$ cat src/rtl/pc_ir_fetch.sv
// Fetch front end of the multi-cycle CPU: owns PC and IR, fetches over a req/ack
// handshake with wait-state tolerance and a timeout that forces a Halt into IR.
module pc_ir_fetch #(
    parameter logic [31:0] RESET_PC  = 32'h0000_0000,
    parameter int unsigned TIMEOUT   = 16,
    parameter logic [31:0] HALT_WORD = 32'hFC00_0000
) (
    input  logic        CLK,
    input  logic        RST,
    input  logic        PCWre,
    input  logic        IRWre,
    input  logic [1:0]  PCSrc,
    input  logic        ExtSel,
    input  logic [31:0] rs_data,
    input  logic [31:0] imem_rdata,
    input  logic        imem_ack,
    output logic        imem_req,
    output logic [31:0] imem_addr,
    output logic [31:0] pc,
    output logic [31:0] pc_plus4,
    output logic [31:0] ir,
    output logic [5:0]  opCode,
    output logic [4:0]  rs,
    output logic [4:0]  rt,
    output logic [4:0]  rd,
    output logic [4:0]  sa,
    output logic [31:0] ext_imm,
    output logic        fetch_stall,
    output logic        fetch_err,
    output logic        misalign_err
);

    localparam int unsigned CNT_W = $clog2(TIMEOUT + 1);

    localparam logic [0:0] S_IDLE  = 1'b0;
    localparam logic [0:0] S_FETCH = 1'b1;

    localparam logic [1:0] SRC_SEQ    = 2'b00;
    localparam logic [1:0] SRC_BRANCH = 2'b01;
    localparam logic [1:0] SRC_JR     = 2'b10;
    localparam logic [1:0] SRC_JUMP   = 2'b11;

    logic [0:0]       r_state;
    logic [0:0]       w_state_nxt;
    logic [CNT_W-1:0] r_cnt;
    logic [CNT_W-1:0] w_cnt_nxt;
    logic [31:0]      r_ir;
    logic [31:0]      w_ir_nxt;
    logic             r_ferr;
    logic             w_ferr_nxt;
    logic [31:0]      r_pc;
    logic [31:0]      w_pc_nxt;
    logic             r_merr;
    logic             w_merr_nxt;

    logic             w_req;
    logic             w_stall;
    logic             w_pc_upd;
    logic [31:0]      w_pc_plus4;
    logic [31:0]      w_br_off;
    logic             w_timeout;

    // Request is issued in the same cycle IRWre arrives; reset masks it asynchronously.
    assign w_req     = RST && (((r_state == S_IDLE) && IRWre && !r_ferr) || (r_state == S_FETCH));
    assign w_stall   = w_req && !imem_ack;
    assign w_pc_upd  = PCWre && !w_stall;
    assign w_timeout = (r_cnt == CNT_W'(TIMEOUT - 1));

    assign w_pc_plus4 = r_pc + 32'd4;
    assign w_br_off   = {{14{r_ir[15]}}, r_ir[15:0], 2'b00};

    // Fetch FSM next-state and IR/error capture.
    always_comb begin
        w_state_nxt = r_state;
        w_cnt_nxt   = r_cnt;
        w_ir_nxt    = r_ir;
        w_ferr_nxt  = r_ferr;
        case (r_state)
            S_IDLE: begin
                if (w_req) begin
                    if (imem_ack) begin
                        w_ir_nxt = imem_rdata;
                    end else begin
                        w_state_nxt = S_FETCH;
                        w_cnt_nxt   = CNT_W'(1);
                    end
                end
            end
            S_FETCH: begin
                if (imem_ack) begin
                    w_ir_nxt    = imem_rdata;
                    w_state_nxt = S_IDLE;
                    w_cnt_nxt   = '0;
                end else if (w_timeout) begin
                    w_ir_nxt    = HALT_WORD;
                    w_ferr_nxt  = 1'b1;
                    w_state_nxt = S_IDLE;
                    w_cnt_nxt   = '0;
                end else begin
                    w_cnt_nxt = r_cnt + CNT_W'(1);
                end
            end
            default: begin
                w_state_nxt = S_IDLE;
                w_cnt_nxt   = '0;
            end
        endcase
    end

    // Next-PC selection; a misaligned jr still loads the word-aligned target.
    always_comb begin
        w_pc_nxt   = r_pc;
        w_merr_nxt = r_merr;
        if (w_pc_upd) begin
            case (PCSrc)
                SRC_SEQ:    w_pc_nxt = w_pc_plus4;
                SRC_BRANCH: w_pc_nxt = w_pc_plus4 + w_br_off;
                SRC_JR: begin
                    w_pc_nxt = {rs_data[31:2], 2'b00};
                    if (rs_data[1:0] != 2'b00) begin
                        w_merr_nxt = 1'b1;
                    end
                end
                SRC_JUMP:   w_pc_nxt = {w_pc_plus4[31:28], r_ir[25:0], 2'b00};
                default:    w_pc_nxt = w_pc_plus4;
            endcase
        end
    end

    always_ff @(posedge CLK or negedge RST) begin
        if (!RST) begin
            r_state <= S_IDLE;
            r_cnt   <= '0;
            r_ir    <= '0;
            r_ferr  <= 1'b0;
            r_pc    <= RESET_PC;
            r_merr  <= 1'b0;
        end else begin
            r_state <= w_state_nxt;
            r_cnt   <= w_cnt_nxt;
            r_ir    <= w_ir_nxt;
            r_ferr  <= w_ferr_nxt;
            r_pc    <= w_pc_nxt;
            r_merr  <= w_merr_nxt;
        end
    end

    assign imem_req     = w_req;
    assign imem_addr    = r_pc;
    assign fetch_stall  = w_stall;
    assign fetch_err    = r_ferr;
    assign misalign_err = r_merr;
    assign pc           = r_pc;
    assign pc_plus4     = w_pc_plus4;
    assign ir           = r_ir;
    assign opCode       = r_ir[31:26];
    assign rs           = r_ir[25:21];
    assign rt           = r_ir[20:16];
    assign rd           = r_ir[15:11];
    assign sa           = r_ir[10:6];
    assign ext_imm      = ExtSel ? {{16{r_ir[15]}}, r_ir[15:0]} : {16'h0000, r_ir[15:0]};

endmodule

$ cat config.mk
export PLATFORM = sky130hd
export DESIGN_NAME = pc_ir_fetch
export DESIGN_NICKNAME = d
export VERILOG_FILES = /design/src/rtl/pc_ir_fetch.sv
export SDC_FILE = /design/constraint.sdc
export NUM_CORES = 1
export LEC_CHECK = 0
export BUFFER_PORTS_ARGS = -buffer_cell sky130_fd_sc_hd__buf_2
export CELL_PAD_IN_SITES_DETAIL_PLACEMENT = 1
export CELL_PAD_IN_SITES_GLOBAL_PLACEMENT = 1
export CORE_MARGIN = 2
export CORE_UTILIZATION = 36
export DETAILED_ROUTE_END_ITERATION = 10
export PLACE_DENSITY_LB_ADDON = 0.1
export SLEW_MARGIN = 20
export SYNTH_ARGS = -nofsm -noshare
export SYNTH_HDL_FRONTEND = slang
export SYNTH_SLANG_ARGS = --single-unit
$ cat constraint.sdc
create_clock -name CLK -period 5.21 [get_ports CLK]
set_input_delay 1.042 -clock CLK [delete_from_list [all_inputs] [get_ports CLK]]
set_output_delay 1.042 -clock CLK [all_outputs]
set_load 0.005 [all_outputs]
==> results of run 1 <==
## registers in the layout, indices dropped and copies added (netlist names)
signal	cells
imem_addr	30
misalign_err	1
fetch_err	1
ir	32
r_cnt	5
r_state	1
## through the flow
stage | power [uW] | util | hold WS [ns] | instance area (um2)
after detailed placement | 2880 | 0.418 | 0.455 | 7240
after floorplan | 2260 | - | 0.446 | 6400
after global routing | 3780 | 0.435 | 0.488 | 7530
after global placement | 2830 | 0.418 | 0.451 | 7240
final | 3510 | 0.435 | 0.468 | 7530
after CTS | 3530 | 0.435 | 0.476 | 7530
## metal layers
layer	up-vias	track usage	share of wire
met5	-	0	0
met4	0	0.0916	0.022
met3	35	0.0337	0.059
met2	229	0.449	0.49
met1	3073	0.331	0.43
li1	2901	-	-
## worst max-delay path, cell delays in order, from the launching register on
cell	delay, ns
dfrtp_1	0.50
nand3_1	0.15
nor2_1	0.24
nand3_1	0.22
or3_1	0.48
nor4_1	0.30
xor2_1	0.26
ha_1	0.37
a211oi_1	0.32
nor2_1	0.10
nor4_1	0.24
o41ai_1	0.15
a31oi_1	0.20
xnor2_1	0.14
nand2_1	0.11
o21a_1	0.15
a2111oi_0	0.36
## cells in the final DEF, fill, tap and decap left out, types with 7 or more instances in the layout
cell type	Yosys	final
a21oi_1	53	52
o22a_1	7	7
inv_1	24	24
a211oi_1	7	7
nor2_1	46	46
and3_1	10	10
mux4_2	9	9
xnor2_1	30	30
nor2b_1	11	9
o21ai_0	32	32
clkbuf_16	0	9
nor3_1	11	11
a22o_1	27	27
nand3_1	26	26
buf_4	93	9
a21o_1	13	13
xor2_1	22	22
nand2_1	68	68
ha_1	38	38
buf_2	0	254
dfrtp_1	70	70
o22ai_1	8	8
mux2i_1	18	18
## worst max path at each step
stage                                          from  slack, ns                   endpoint  cells after the start
after global routing       imem_addr[5]$_DFFE_PN0P_       0.46  imem_addr[31]$_DFFE_PN0P_                     16
after global placement    imem_addr[13]$_DFFE_PN0P_       1.03  imem_addr[31]$_DFFE_PN0P_                     16
after floorplan            imem_addr[8]$_DFFE_PN0P_       1.44  imem_addr[31]$_DFFE_PN0P_                     17
after detailed placement   imem_addr[3]$_DFFE_PN0P_       0.82  imem_addr[31]$_DFFE_PN0P_                     17
final                     imem_addr[13]$_DFFE_PN0P_       0.80  imem_addr[31]$_DFFE_PN0P_                     16
after CTS                  imem_addr[2]$_DFFE_PN0P_       0.80  imem_addr[31]$_DFFE_PN0P_                     17
## power groups by stage
stage	combinational, uW	sequential, uW	clock, uW
final	1960	909	640
after global placement	1920	907	0
after detailed placement	1960	918	0
after global routing	2170	940	667
after floorplan	1410	854	0
after CTS	1970	910	653
## final cells by class
cell class	count	area (um2)	share of cell area
Timing Repair Buffer	263	1340	0.178
Antenna cell	1	2.50	0.000332
Clock buffer	9	225	0.0299
Inverter	24	90.1	0.0120
Multi-Input combinational cell	533	3770	0.501
Clock inverter	7	65.1	0.00864
Tap cell	225	282	0.0374
Sequential cell	70	1750	0.233
## cells by family after synthesis
| logic type | Yosys count | synth area share |
|---|---|---|
| adders and majority gates | 39 | 0.0776 |
| muxes | 33 | 0.0706 |
| other | 1 | 0.000587 |
| AOI/OAI and AO/OA | 201 | 0.216 |
| xor gates and xnor gates | 52 | 0.0713 |
| buffers and inverters | 146 | 0.141 |
| DFF | 70 | 0.274 |
| and+or+nand+nor | 202 | 0.149 |
==> results.cfg, run 1 <==
[outcome]
status = finished clean

[clocking]
cts_tree = done
h-tree-depth = 3
cts_buffers = 9
clk_pin_slew_ns = 0.07
cts_max_path_buffers = 2
cts.sinks = 70
clkLatencyLatePin_ns = 0.36
root_buffer = clkbuf_16
cts_hold_buf = 0
cts_resized = 0
cts_setup_buffers = 0

[floorplan]
ios = 262
die_height_um = 137
start_util = 0.369
std_cell_rows = 48
die_w_um = 137
fp.coreArea_um2 = 17300
dieArea_um2 = 18800

[yosys]
synthCells = 744
netlist_top_cells_count = buf_4, dfrtp_1, nand2_1
ys_top_cells_by_area = dfrtp_1, buf_4, ha_1
synth_seq_area_share = 0.274
syn-cell-area_um2 = 6380
synth_most_common_cell = buf_4
synth-seq-cells = 70
synth_edf_count = 0
netlist-cell-type-count = 60
synth_top_area_cell = dfrtp_1
ys.flop_type = dfrtp_1
async_flop_share = 1.00
avgSynthCellArea_um2 = 8.58
synthesis.yosys.warnings = 0
synth_top_area_share = 0.274

[timing]
slew_headroom = 0.269
tns_ns = 0
worst-slew-pin-transition_ns = 1.10
finClkSkew_ns = 0.00637
grt_setup_unrepaired = false
setup_ws_ns = 0.795
fin_crit_sh = 0.847
fmax_ghz = 0.227
maxSlewViolCount = 0
finalSetupViolCount = 0
period_minus_slack_ns = 4.41
hold_violations = 0

[place]
globalplace.congestion = 0.893
place_ws_ns = 0.820
dp_cells = 1115
dp_hpwl_um = 18900
port_buffers = 255

[pwr]
p_sw_uw = 1630
p_seq_frac = 0.259
p_leak_uw = 0.00381
p_clk_frac = 0.182
combPwrFrac = 0.558
netSwitchingFraction = 0.464
ir_drop_mv = 0.194
p_per_area_nw_per_um2 = 466
intPower_uw = 1880

[critical_path]
rrSetupSlack_ns = 0.80
end_kind = register
crit_fanout = 8
r2r_cells = 16
reg2reg_to = imem_addr[31]$_DFFE_PN0P_
arrival_ns = 4.65
cp_data_required_time_ns = 5.44
r2r_start = imem_addr[13]$_DFFE_PN0P_
critPathLaunchType = register
worstSetupPathType = reg -> reg

[grt]
antenna_found_initial = 1
grt_usage = 0.260
grt_max_degree = 39
grt_pass1_wl_um = 36700
overflow = 0
first_global_vias = 6392

[routing]
first_iter_violations = 326
wl_um = 24300
wl_per_cell_um = 21.5
drc_errors = 0
vias_per_cell = 5.51
antenna_left = 0
drtPass1Iterations = 4
vias = 6238

[layout]
fin_cells = 1132
n_fill_cell = 2156
layout-drive-gt1-share = 0.338
final_nets = 1012
area_growth_pct = 17.9

[worst_hold_path]
min-delay-start = misalign_err$_DFFE_PN0P_
whs_path_depth = 1
hold_path_class = reg -> reg
hold-path-endpoint = misalign_err$_DFFE_PN0P_

[flow_run]
cap_violations = 0
Power figures use the tool's default switching activity.
==> run 2, diff against run 1 <==
Clock period 5.21 ns to 4.12 ns, I/O delays scaled along.
==> results.cfg, run 2 (synthesis results as in run 1) <==
[outcome]
status = finished clean

[routing]
vias = 6326
wl_per_cell_um = 21.0
vias_per_cell = 5.47
antenna_left = 0
drtPass1Iterations = 4
first_iter_violations = 237
wl_um = 24300
drc_errors = 0

[worst_hold_path]
hold_path_class = reg -> reg
whs_path_depth = 1

[timing]
maxSlewViolCount = 0
period_minus_slack_ns = 3.87
worst-slew-pin-transition_ns = 0.813
fin_crit_sh = 0.940
fmax_ghz = 0.258
grt_setup_unrepaired = false
tns_ns = 0
slew_headroom = 0.458
hold_violations = 0
finClkSkew_ns = 0.0125
finalSetupViolCount = 0

[critical_path]
worstSetupPathType = reg -> reg
end_kind = register
arrival_ns = 4.10
r2r_cells = 17
cp_data_required_time_ns = 4.34
critPathLaunchType = register
crit_fanout = 4

[place]
dp_cells = 1138
globalplace.congestion = 0.863
port_buffers = 255
dp_hpwl_um = 18900

[layout]
largest_register_ffs = 32
layout_common_cells = buf_2, nand2_1, dfrtp_1, a21oi_1, nor2_1
final_nets = 1036
layout_commonest_cell = buf_2
layout-drive-gt1-share = 0.377
fin_cells = 1156
area_growth_pct = 22.7

[grt]
first_global_vias = 6468
grt_pass1_wl_um = 37200
grt_max_degree = 42
overflow = 0
grt_usage = 0.260
antenna_found_initial = 1

[pwr]
p_per_area_nw_per_um2 = 584
intPower_uw = 2490
p_clk_frac = 0.177
combPwrFrac = 0.586
netSwitchingFraction = 0.455
p_sw_uw = 2080
p_leak_uw = 0.00395
p_seq_frac = 0.237
ir_drop_mv = 0.233

[clocking]
cts_max_path_buffers = 2
cts.sinks = 70
cts_buffers = 9
root_buffer = clkbuf_16
clkLatencyLatePin_ns = 0.35
cts_tree = done
clk_pin_slew_ns = 0.07
h-tree-depth = 3

[flow_run]
cap_violations = 0

[floorplan]
ios = 262
start_util = 0.369
std_cell_rows = 48
die_w_um = 137
die_height_um = 137
fp.coreArea_um2 = 17300
dieArea_um2 = 18800
-- run 2: worst paths after layout --
check / from / end / slack (ns)
max: imem_addr[5]$_DFFE_PN0P_ / imem_addr[31]$_DFFE_PN0P_ / 0.25
min: misalign_err$_DFFE_PN0P_ / misalign_err$_DFFE_PN0P_ / 0.47
max reg2reg: imem_addr[5]$_DFFE_PN0P_ / imem_addr[31]$_DFFE_PN0P_ / 0.25
min reg2reg: misalign_err$_DFFE_PN0P_ / misalign_err$_DFFE_PN0P_ / 0.47
max in group asynchronous: RST / ir[7]$_DFFE_PN0P_ / 2.55
min in group asynchronous: RST / ir[10]$_DFFE_PN0P_ / 0.61
-- run 2: power groups by stage --
stage,Sequential [uW],Combinational [uW],Clock [uW]
after floorplan,1080,1780,0
after global placement,1070,2620,0
after detailed placement,1090,2650,0
after CTS,1080,2660,834
after global routing,1110,2970,862
final,1080,2680,810
-- run 2: critical path, stage by stage, from the launching register on --
cell and delay (ns):
dfrtp_1 0.35, and4_1 0.28, and3_1 0.23, nand3_2 0.18
buf_4 0.20, inv_1 0.09, and3_1 0.20, xor2_2 0.12
ha_1 0.26, a21o_1 0.23, a31o_2 0.28, o31ai_1 0.30
a21oi_2 0.09, a31oi_1 0.19, xnor2_1 0.14, nand2_1 0.09
o21a_1 0.14, a2111oi_0 0.36
-- run 2: layout make-up --
class                   instances  area, um2
clock inverters                 7       71.3
repair buffers                287       1530
fillers                      2115       9470
well taps                     225        282
inverters                      24       90.1
multi-input cells             533       3870
flip-flops and latches         70       1760
diodes                          1       2.50
clock buffers                   9        225
-- run 2: through the flow --
| stage | cell area (um2) | total power [uW] | setup WS, ns | util | hold slack, ns |
|---|---|---|---|---|---|
| after global placement | 7420 | 3690 | 0.169 | 0.429 | 0.448 |
| after detailed placement | 7420 | 3730 | 0.105 | 0.429 | 0.448 |
| final | 7830 | 4570 | 0.246 | 0.453 | 0.468 |
| after global routing | 7830 | 4950 | 0.00269 | 0.453 | 0.517 |
| after CTS | 7720 | 4570 | 0.0695 | 0.446 | 0.476 |
| after floorplan | 6400 | 2860 | 0.350 | - | 0.446 |
-- run 2: routing by layer --
layer	wire length [um]	vias to the layer above	global-route usage
li1	-	2956	-
met1	10700	3119	0.339
met2	11800	230	0.454
met3	1390	21	0.0374
met4	315	0	0.0556
met5	0	-	0
-- run 2: timing repair --
action / in CTS / in global routing
endpoints found under the setup margin: 0 / 7
buffers inserted: 0 / 1
hold buffers: 0 / 0
resized for setup: 0 / 23
==> run 3, diff against run 2 <==
Settings changed: PLACE_DENSITY_LB_ADDON 0.1 to 0.12.
==> results.cfg, run 3 (synthesis results as in run 1) <==
[clocking]
cts_buffers = 9
root_buffer = clkbuf_16
cts.sinks = 70
clk_pin_slew_ns = 0.07
cts_max_path_buffers = 2
h-tree-depth = 3
cts_hold_buf = 0
clkLatencyLatePin_ns = 0.35
cts_tree = done

[routing]
wl_um = 23900
drtPass1Iterations = 4
antenna_left = 0
drc_errors = 0
vias = 6329
wl_per_cell_um = 20.7
vias_per_cell = 5.47
first_iter_violations = 271

[outcome]
status = finished clean

[layout]
layout_commonest_cell = buf_2
area_growth_pct = 23.0
stdcell_area_um2 = 7850
final_nets = 1036
layout-drive-gt1-share = 0.389
largest_register_ffs = 32
n_fill_cell = 2159
layout_common_cells = buf_2, nand2_1, dfrtp_1, a21oi_1, nor2_1

[flow_run]
cap_violations = 0

[critical_path]
cp_data_required_time_ns = 4.35
crit_chain = nand3_1 > nor2_2 > nand3_2 > or3_1 > nor2_1 > xor2_1 > ha_1 > a21oi_1 > o21ai_1 > o31ai_2 > a21oi_2 > a31oi_1 > xnor2_1 > nand2_1 > o21a_1 > a2111oi_1
crit_slowest_cell = or3_1
rrSetupSlack_ns = 0.25
arrival_ns = 4.10
end_kind = register
crit_fanout = 7
path_delay_family = compound AO/OA/AOI/OAI gates
worst-path-buf-inv = 0
worstSetupPathType = reg -> reg
cpPeakStageDelay_ns = 0.46
critPathLaunchType = register

[grt]
first_global_vias = 6414
antenna_found_initial = 1
grt_pass1_wl_um = 36400
grt_max_degree = 50
grt_usage = 0.255
overflow = 0

[place]
dp_hpwl_um = 18600
place_ws_ns = -0.0751
place_area_um2 = 7400
port_buffers = 255
globalplace.congestion = 0.925

[timing]
maxSlewViolCount = 0
setup_ws_ns = 0.254
finalSetupViolCount = 0
period_minus_slack_ns = 3.87
fin_crit_sh = 0.938
hold_violations = 0
fmax_ghz = 0.259
holdWs_ns = 0.377
slew_headroom = 0.463
grt_setup_unrepaired = true
finClkSkew_ns = 0.00843
worst-slew-pin-transition_ns = 0.803

[floorplan]
die_height_um = 137
die_w_um = 137
dieArea_um2 = 18800
ios = 262
std_cell_rows = 48
start_util = 0.369
fp.coreArea_um2 = 17300

[pwr]
ir_drop_mv = 0.198
p_leak_uw = 0.00395
p_per_area_nw_per_um2 = 587
total_power_uw = 4610

[worst_hold_path]
hold_path_class = in -> async
[run 3: cell types whose count changed in the layout (fill, tap and decap cells not counted), moves of 2 or more]
cell     before  now
dfrtp_1      67   64
dfrtp_2       3    6
nor2_1       44   41
ha_1         36   33
o21ai_0      32   30
o21ai_1       2    4
ha_2          1    5
nor2_2        1    5
[run 3: report_power, final]
part           switching, uW  internal, uW
registers                256           850
logic                   1460          1220
clock network            393           432
total                   2110          2500
[run 3: final timing paths]
path	from	endpoint	depth (start not counted)
worst max-delay path	imem_addr[15]$_DFFE_PN0P_	imem_addr[31]$_DFFE_PN0P_	16
min in group CLK	misalign_err$_DFFE_PN0P_	misalign_err$_DFFE_PN0P_	1
worst min-delay path	RST	ir[19]$_DFFE_PN0P_	1
worst min register to register	misalign_err$_DFFE_PN0P_	misalign_err$_DFFE_PN0P_	1
max in group asynchronous	RST	imem_addr[2]$_DFFE_PN0P_	2
worst max register to register	imem_addr[15]$_DFFE_PN0P_	imem_addr[31]$_DFFE_PN0P_	16
[run 3: what timing repair did]
item / in CTS / in global routing
setup buffers: 0 / 2
gates resized for setup: 1 / 35
endpoints found under the setup margin: 3 / 11
pin swaps: 0 / 5
endpoints found under the hold margin: 0 / 0
[run 3: worst reg2reg max path, stage by stage (launching register included)]
cell,delay (ns)
dfrtp_2,0.42
nand3_1,0.16
nor2_2,0.18
nand3_2,0.15
or3_1,0.46
nor2_1,0.16
xor2_1,0.24
ha_1,0.35
a21oi_1,0.24
o21ai_1,0.14
o31ai_2,0.26
a21oi_2,0.09
a31oi_1,0.19
xnor2_1,0.14
nand2_1,0.09
o21a_1,0.13
a2111oi_1,0.36
[run 3: area by class of cell]
type / instances / area (um2) / share of cell area
multi-input combinational: 533 / 3900 / 0.496
sequential: 70 / 1760 / 0.224
timing repair buffer: 287 / 1520 / 0.193
tap: 225 / 282 / 0.0359
clock buffer: 9 / 225 / 0.0287
inverter: 24 / 90.1 / 0.0115
clock inverter: 7 / 76.3 / 0.00972
antenna: 1 / 2.50 / 0.000319
[run 3: per-layer routing]
layer | part of all wire | global-route usage
met5 | 0 | 0
met4 | 0.015 | 0.0619
met3 | 0.057 | 0.0422
met2 | 0.49 | 0.447
met1 | 0.43 | 0.325
[run 3: per-stage QoR]
step	std cells	util	TNS [ns]
CTS	1153	0.446	0
global placement	1137	0.428	0
global route	1155	0.454	-0.0713
floorplan	749	-	0
finish	1156	0.454	0
detailed placement	1137	0.428	-0.132
